$ cat config.mk
export PLATFORM = sky130hd
export DESIGN_NAME = matmul_pe_mp
export DESIGN_NICKNAME = d
export VERILOG_FILES = /design/src/rtl/matmul_pe_mp_pkg.sv /design/src/rtl/matmul_pe_mp_mul_iter.sv /design/src/rtl/matmul_pe_mp.sv
export SDC_FILE = /design/constraint.sdc
export NUM_CORES = 1
export LEC_CHECK = 0
export CAP_MARGIN = 20
export CORE_ASPECT_RATIO = 1.25
export CORE_MARGIN = 2
export CORE_UTILIZATION = 50
export CTS_CLUSTER_SIZE = 8
export DETAILED_ROUTE_END_ITERATION = 8
export GPL_TIMING_DRIVEN = 0
export PLACE_DENSITY_LB_ADDON = 0.15
export SLEW_MARGIN = 10
export SYNTH_ARGS = -nofsm -noshare
export SYNTH_HDL_FRONTEND = slang
export SYNTH_SLANG_ARGS = --single-unit
$ cat constraint.sdc
create_clock -name clk -period 12.2 [get_ports clk]
set_input_delay 1.22 -clock clk [delete_from_list [all_inputs] [get_ports clk]]
set_output_delay 1.22 -clock clk [all_outputs]
set_load 0.005 [all_outputs]
$ cat src/rtl/matmul_pe_mp_pkg.sv
// Shared types for the mixed-precision matmul PE: precision modes and multiplier FSM states.
package matmul_pkg;

    typedef enum logic [1:0] {
        PREC_FULL    = 2'd0,
        PREC_HALF    = 2'd1,
        PREC_QUARTER = 2'd2
    } prec_e;

    typedef enum logic {
        MUL_IDLE = 1'b0,
        MUL_RUN  = 1'b1
    } mul_state_e;

endpackage

$ cat src/rtl/matmul_pe_mp_mul_iter.sv
// Digit-serial signed multiplier, DIGIT_W bits of b per cycle, precision-selectable width.
// Latency: product on p/p_valid N cycles after accept (N = W/DIGIT_W), combinational last step.
// Backpressure: busy high while more digits remain; a valid_in seen while busy is ignored.
module mul_iter
    import matmul_pkg::*;
#(
    parameter int DW      = 16,
    parameter int DIGIT_W = 4,
    parameter int OW      = 2 * DW
) (
    input  logic          clk,
    input  logic          rst,
    input  logic          valid_in,
    input  logic [DW-1:0] a,
    input  logic [DW-1:0] b,
    input  logic [1:0]    prec,
    output logic          busy,
    output logic          p_valid,
    output logic [OW-1:0] p
);

    localparam int NMAX  = DW / DIGIT_W;
    localparam int CNT_W = $clog2(NMAX + 1);

    mul_state_e         state_q, state_d;
    logic [CNT_W-1:0]   cnt_q, cnt_d;
    logic [OW-1:0]      a_sh_q, a_sh_d;
    logic [DW-1:0]      b_sh_q, b_sh_d;
    logic [OW-1:0]      part_q, part_d;

    logic [OW-1:0]      a_ext;
    logic [CNT_W-1:0]   n_m1;
    logic [DIGIT_W-1:0] digit;
    logic [OW-1:0]      pp_mag;
    logic [OW-1:0]      pp;
    logic               accept;

    always_comb begin
        case (prec_e'(prec))
            PREC_HALF: begin
                a_ext = {{(OW-DW/2){a[DW/2-1]}}, a[DW/2-1:0]};
                n_m1  = CNT_W'(NMAX/2 - 1);
            end
            PREC_QUARTER: begin
                a_ext = {{(OW-DW/4){a[DW/4-1]}}, a[DW/4-1:0]};
                n_m1  = CNT_W'(NMAX/4 - 1);
            end
            default: begin
                a_ext = {{(OW-DW){a[DW-1]}}, a};
                n_m1  = CNT_W'(NMAX - 1);
            end
        endcase
    end

    // Lower digits are unsigned; the final (top) digit carries the sign of b.
    always_comb begin
        digit   = b_sh_q[DIGIT_W-1:0];
        pp_mag  = a_sh_q * OW'(digit);
        pp      = ((cnt_q == '0) && digit[DIGIT_W-1]) ? (pp_mag - (a_sh_q << DIGIT_W)) : pp_mag;
        p       = part_q + pp;
        busy    = (state_q == MUL_RUN) && (cnt_q != '0);
        p_valid = (state_q == MUL_RUN) && (cnt_q == '0);
        accept  = valid_in && !busy;
    end

    always_comb begin
        state_d = state_q;
        cnt_d   = cnt_q;
        a_sh_d  = a_sh_q;
        b_sh_d  = b_sh_q;
        part_d  = part_q;
        if (state_q == MUL_RUN && cnt_q != '0) begin
            part_d = part_q + pp;
            a_sh_d = a_sh_q << DIGIT_W;
            b_sh_d = b_sh_q >> DIGIT_W;
            cnt_d  = cnt_q - CNT_W'(1);
        end else begin
            state_d = MUL_IDLE;
            if (accept) begin
                state_d = MUL_RUN;
                cnt_d   = n_m1;
                a_sh_d  = a_ext;
                b_sh_d  = b;
                part_d  = '0;
            end
        end
    end

    always_ff @(posedge clk or posedge rst) begin
        if (rst) begin
            state_q <= MUL_IDLE;
            cnt_q   <= '0;
            a_sh_q  <= '0;
            b_sh_q  <= '0;
            part_q  <= '0;
        end else begin
            state_q <= state_d;
            cnt_q   <= cnt_d;
            a_sh_q  <= a_sh_d;
            b_sh_q  <= b_sh_d;
            part_q  <= part_d;
        end
    end

endmodule

$ cat src/rtl/matmul_pe_mp.sv
// Systolic matmul PE: forwards a/b, multiplies accepted pairs, accumulates, drains on request.
// Latency: forward 1 cycle; product N cycles after accept, acc visible 1 cycle later; c_out 1 cycle after drain.
// Backpressure: none upstream; pairs arriving while busy are dropped and flagged. MATMUL_PE_SAT_EN: saturating acc.
module matmul_pe_mp
    import matmul_pkg::*;
#(
    parameter int DW      = 16,
    parameter int DIGIT_W = 4,
    parameter int OW      = 2 * DW
) (
    input  logic          clk,
    input  logic          rst,
    input  logic          a_valid_in,
    input  logic [DW-1:0] a_in,
    input  logic          b_valid_in,
    input  logic [DW-1:0] b_in,
    input  logic [1:0]    prec_in,
    input  logic          reset_acc,
    input  logic          drain,
    output logic          a_valid_out,
    output logic [DW-1:0] a_out,
    output logic          b_valid_out,
    output logic [DW-1:0] b_out,
    output logic          busy,
    output logic          c_valid,
    output logic [OW-1:0] c_out,
    output logic          err_drop
);

    logic          a_valid_q, a_valid_d;
    logic [DW-1:0] a_q, a_d;
    logic          b_valid_q, b_valid_d;
    logic [DW-1:0] b_q, b_d;
    logic          err_drop_q, err_drop_d;
    logic [OW-1:0] acc_q, acc_d;
    logic          c_valid_q, c_valid_d;
    logic [OW-1:0] c_out_q, c_out_d;

    logic          p_valid;
    logic [OW-1:0] p;
    logic [OW-1:0] acc_sum;

    mul_iter #(
        .DW      (DW),
        .DIGIT_W (DIGIT_W),
        .OW      (OW)
    ) u_mul (
        .clk      (clk),
        .rst      (rst),
        .valid_in (a_valid_in & b_valid_in),
        .a        (a_in),
        .b        (b_in),
        .prec     (prec_in),
        .busy     (busy),
        .p_valid  (p_valid),
        .p        (p)
    );

    always_comb begin
        acc_sum = acc_q + p;
`ifdef MATMUL_PE_SAT_EN
        // Overflow only when both addends share a sign the sum does not.
        if ((acc_q[OW-1] == p[OW-1]) && (acc_sum[OW-1] != acc_q[OW-1])) begin
            acc_sum = acc_q[OW-1] ? {1'b1, {(OW-1){1'b0}}} : {1'b0, {(OW-1){1'b1}}};
        end
`endif
    end

    always_comb begin
        a_valid_d  = a_valid_in;
        a_d        = a_in;
        b_valid_d  = b_valid_in;
        b_d        = b_in;
        err_drop_d = err_drop_q | (a_valid_in & b_valid_in & busy);
        acc_d      = p_valid ? acc_sum : acc_q;
        c_valid_d  = 1'b0;
        c_out_d    = c_out_q;
        if (drain) begin
            c_valid_d = 1'b1;
            c_out_d   = acc_q;
            acc_d     = p_valid ? p : '0;
        end
        if (reset_acc) begin
            acc_d = '0;
        end
    end

    always_ff @(posedge clk or posedge rst) begin
        if (rst) begin
            a_valid_q  <= 1'b0;
            a_q        <= '0;
            b_valid_q  <= 1'b0;
            b_q        <= '0;
            err_drop_q <= 1'b0;
            acc_q      <= '0;
            c_valid_q  <= 1'b0;
            c_out_q    <= '0;
        end else begin
            a_valid_q  <= a_valid_d;
            a_q        <= a_d;
            b_valid_q  <= b_valid_d;
            b_q        <= b_d;
            err_drop_q <= err_drop_d;
            acc_q      <= acc_d;
            c_valid_q  <= c_valid_d;
            c_out_q    <= c_out_d;
        end
    end

    assign a_valid_out = a_valid_q;
    assign a_out       = a_q;
    assign b_valid_out = b_valid_q;
    assign b_out       = b_q;
    assign err_drop    = err_drop_q;
    assign c_valid     = c_valid_q;
    assign c_out       = c_out_q;

endmodule

==> qor.yml <==
hold_path:
  hold_class: "reg2reg"
  worstHoldPathCells: 1
  worstHoldStart: "u_mul.cnt_q[0]"
  min_to: "u_mul.cnt_q[0]"
timing:
  hold_violations: 0
  maxSlewHeadroom_pct: 41.84
  setup-violations-final: 0
  fmax_ghz: 0.09864
  drv_slew: 0
  period_share_pct: 83.09
  clock_skew_ps: 19.42
  tightest_slew_ps: 872.5
  layout_min_cycle_time_ps: 10140
  setup_tns_ps: 0
  rsz0062_at_grt: "no"
  setup_ws_ps: 2063
setup_path:
  r2r_setup_slack_ps: 2060
  cp_common_cell: "a21o_1"
  crit_arrival_ps: 10510
  rr_endpoint: "acc_q[31]"
  cp-startpoint: "u_mul.b_sh_q[3]"
  crit_fanout: 10
  reg2regPathDepth: 43
  r2r_start: "u_mul.b_sh_q[3]"
  cp-start-kind: "flop"
  path_class: "reg2reg"
  max_stage_delay_ps: 530
  worstPathRequired_ps: 12570
  cpMaxStageDelayCell: "dfrtp_1"
  critPathCaptureType: "flop"
grt:
  antenna_found_initial: 1
  grt_pass1_vias: 13754
  grt_pass1_wl_um: 69310
  grt_overflow: 0
  grt_use_total_pct: 26.59
  grt_max_degree: 101
placement:
  port_buffers: 108
  gp_congestion: 0.9154
  place_ws_ps: 2181
  placed_area_sq_mm: 0.01727
  hpwl_um: 32780
finish:
  areaGrowthSynthToFinish_pct: 14.47
  fin_area_sq_mm: 0.01790
  n_antenna_cell: 0
  drive_gt1_share_pct: 4.666
  post-route-util_pct: 57.94
  multiInputGateArea_sq_mm: 0.01012
  fillers: 2832
  seqCellArea_sq_mm: 0.004604
  fin_nets: 2208
routing:
  met1_length_um: 17680
  dr_wl_met3_um: 1321
  vias: 13478
  dr.first_iter.drc_count: 709
  drt-total-wl_um: 41670
  drc_errors: 0
  ant_nets: 0
  top_layer_used: "met5"
  first_pass_iters: 5
  via_per_inst: 5.616
  wl_met2_um: 21220
  wl_per_cell_um: 17.36
status:
  outcome: "finished, final reports clean"
yosys:
  synth_compound_area_share_pct: 18.42
  syn_inst: 1852
  yosysTopAreaCell: "dfrtp_1"
  yosys.area_share.simple_pct: 19.10
  synth_seq_cells: 184
  synth_area_sq_mm: 0.01564
  netlist.area_leader.share_pct: 29.44
  yosysWarnings: 0
  synth_edf_count: 0
  ys_seq_area_share_pct: 29.44
  yosys.area_share.xor_xnor_pct: 5.704
  synthMuxAreaShare_pct: 3.592
  synth.avg_cell_area_sq_um: 8.445
  synthesis.nets: 2080
  synth_top_family_by_area: "simple AND/OR/NAND/NOR gates"
  async_flop_share_pct: 100.0
  synthAdderAreaFrac_pct: 17.92
  synth_area_leaders: "dfrtp_1, ha_1, fa_1"
  ys.flop_type: "dfrtp_1"
  synth_cell_types: 70
die:
  initial_core_util_pct: 50.62
  core_area_sq_mm: 0.03090
  fp.dieArea_sq_mm: 0.03272
  die_w_um: 162.2
  io_pins: 109
  die_h_um: 201.7
  rows: 72
clock_tree:
  numCtsBuffers: 17
  clock_sinks: 184
  cts_tree: "done"
  cts.clk_slew.worst_paths_ps: 80
  cts_resized: 0
  cts_max_level: 4
  insertion_delay_ps: 460
  cts_root_buf: "clkbuf_16"
  holdBufCountCts: 0
  clk_path_buf_depth: 2
  cts_setup_buffers: 0
run:
  maxCapViolCount: 0
## cell families (layout without fill, tap and decap cells)
family	count (synthesis)	after routing
AND/OR/NAND/NOR	634	634
AO/OA/AOI/OAI	451	451
buffers and inverters	243	384
adder cells (fa/ha/maj)	188	188
flip-flops	184	184
XOR/XNOR	101	101
multiplexers	51	51
## cell usage after synthesis (3+ instances only)
master and count:
or3_1 6, xor2_1 27, a2bb2oi_1 9, a211oi_1 16, a21boi_0 5, nor2b_1 21, inv_1 168, and4_1 3
and2_1 78, o21a_1 20, o211ai_1 25, o31a_1 3, nor3_1 36, o31ai_1 4, nor3b_1 6, o21ai_1 4
xnor2_1 73, clkbuf_1 69, or2_2 3, dfrtp_1 184, a31o_2 4, ha_1 128, a31oi_1 27, fa_1 60
nand4_1 8, o21ai_0 65, nor2_1 103, o21bai_1 20, nand3_1 80, buf_1 5, a21o_1 55, mux2_2 37
a21oi_1 163, o2111ai_1 4, nor4_1 3, nand2_1 253, mux2i_1 13, a211o_1 3, nand2b_1 10, and3_1 14
## worst max-delay path by stage
stage / end / slack [ps]
after floorplan: acc_q[31] / 3760
after global routing: acc_q[31] / 1310
after detailed placement: acc_q[31] / 2180
after CTS: acc_q[31] / 2130
final: acc_q[31] / 2060
after global placement: acc_q[31] / 2270
## worst max-delay path, delay by kind of cell (launching register included)
kind	cells	cell delay, ps
buffers and inverters	4	980
XOR/XNOR	1	260
AND/OR/NAND/NOR	7	1100
AO/OA/AOI/OAI	25	4840
flip-flops	1	530
adder cells (fa/ha/maj)	6	2330
## routing by layer
layer | track usage, % | up-vias
met2 | 48.25 | 294
met4 | 10.49 | 2
met5 | 0 | -
met1 | 31.84 | 6478
li1 | - | 6632
met3 | 3.175 | 72
## cell type report
class	instances	share of cell area, %
clock buffer	18	2.453
timing repair buffer	109	6.192
sequential	184	25.72
tap	407	2.844
clock inverter	14	1.111
multi-input combinational	1425	56.55
buffer	74	1.551
inverter	169	3.585
## sequential cells by signal, indices dropped and copies added, names as in the netlist, 3 cells and up
register / cells
u_mul.b_sh_q: 16
u_mul.a_sh_q: 32
b_out: 16
acc_q: 32
a_out: 16
c_out: 32
u_mul.part_q: 32
u_mul.cnt_q: 3
## metrics by stage
step           cells  hold slack, ps
5_1_grt         2400           477.9
3_3_place_gp    2367           441.9
3_5_place_dp    2368           447.3
4_1_cts         2400           466.0
2_1_floorplan   1852           432.7
6_report        2400           463.7
## placed cells by master, fill, tap and decap left out, drive strengths merged, types with 4 or more instances in the layout
cell type / n
nor4: 4
and2: 78
o21ai: 71
nor2b: 21
nand2: 253
or2: 4
clkbuf: 87
clkdlybuf4s50: 108
or3: 6
buf: 6
xnor2: 73
mux2i: 13
nor3: 36
o21bai: 20
dfrtp: 184
a2bb2oi: 9
a31o: 4
clkinv: 7
a211oi: 16
and3: 14
nand4: 8
a21o: 55
nand2b: 10
o31ai: 5
a21boi: 6
inv: 175
fa: 60
mux2: 38
o211ai: 25
ha: 128
o2111ai: 4
nor2: 103
a21oi: 164
xor2: 28
nor3b: 6
o21a: 20
nand3: 81
a31oi: 28
Power is left out: the tool's default activity adds up to more than one toggle a clock period on the data nets, which glitch-free logic cannot reach.
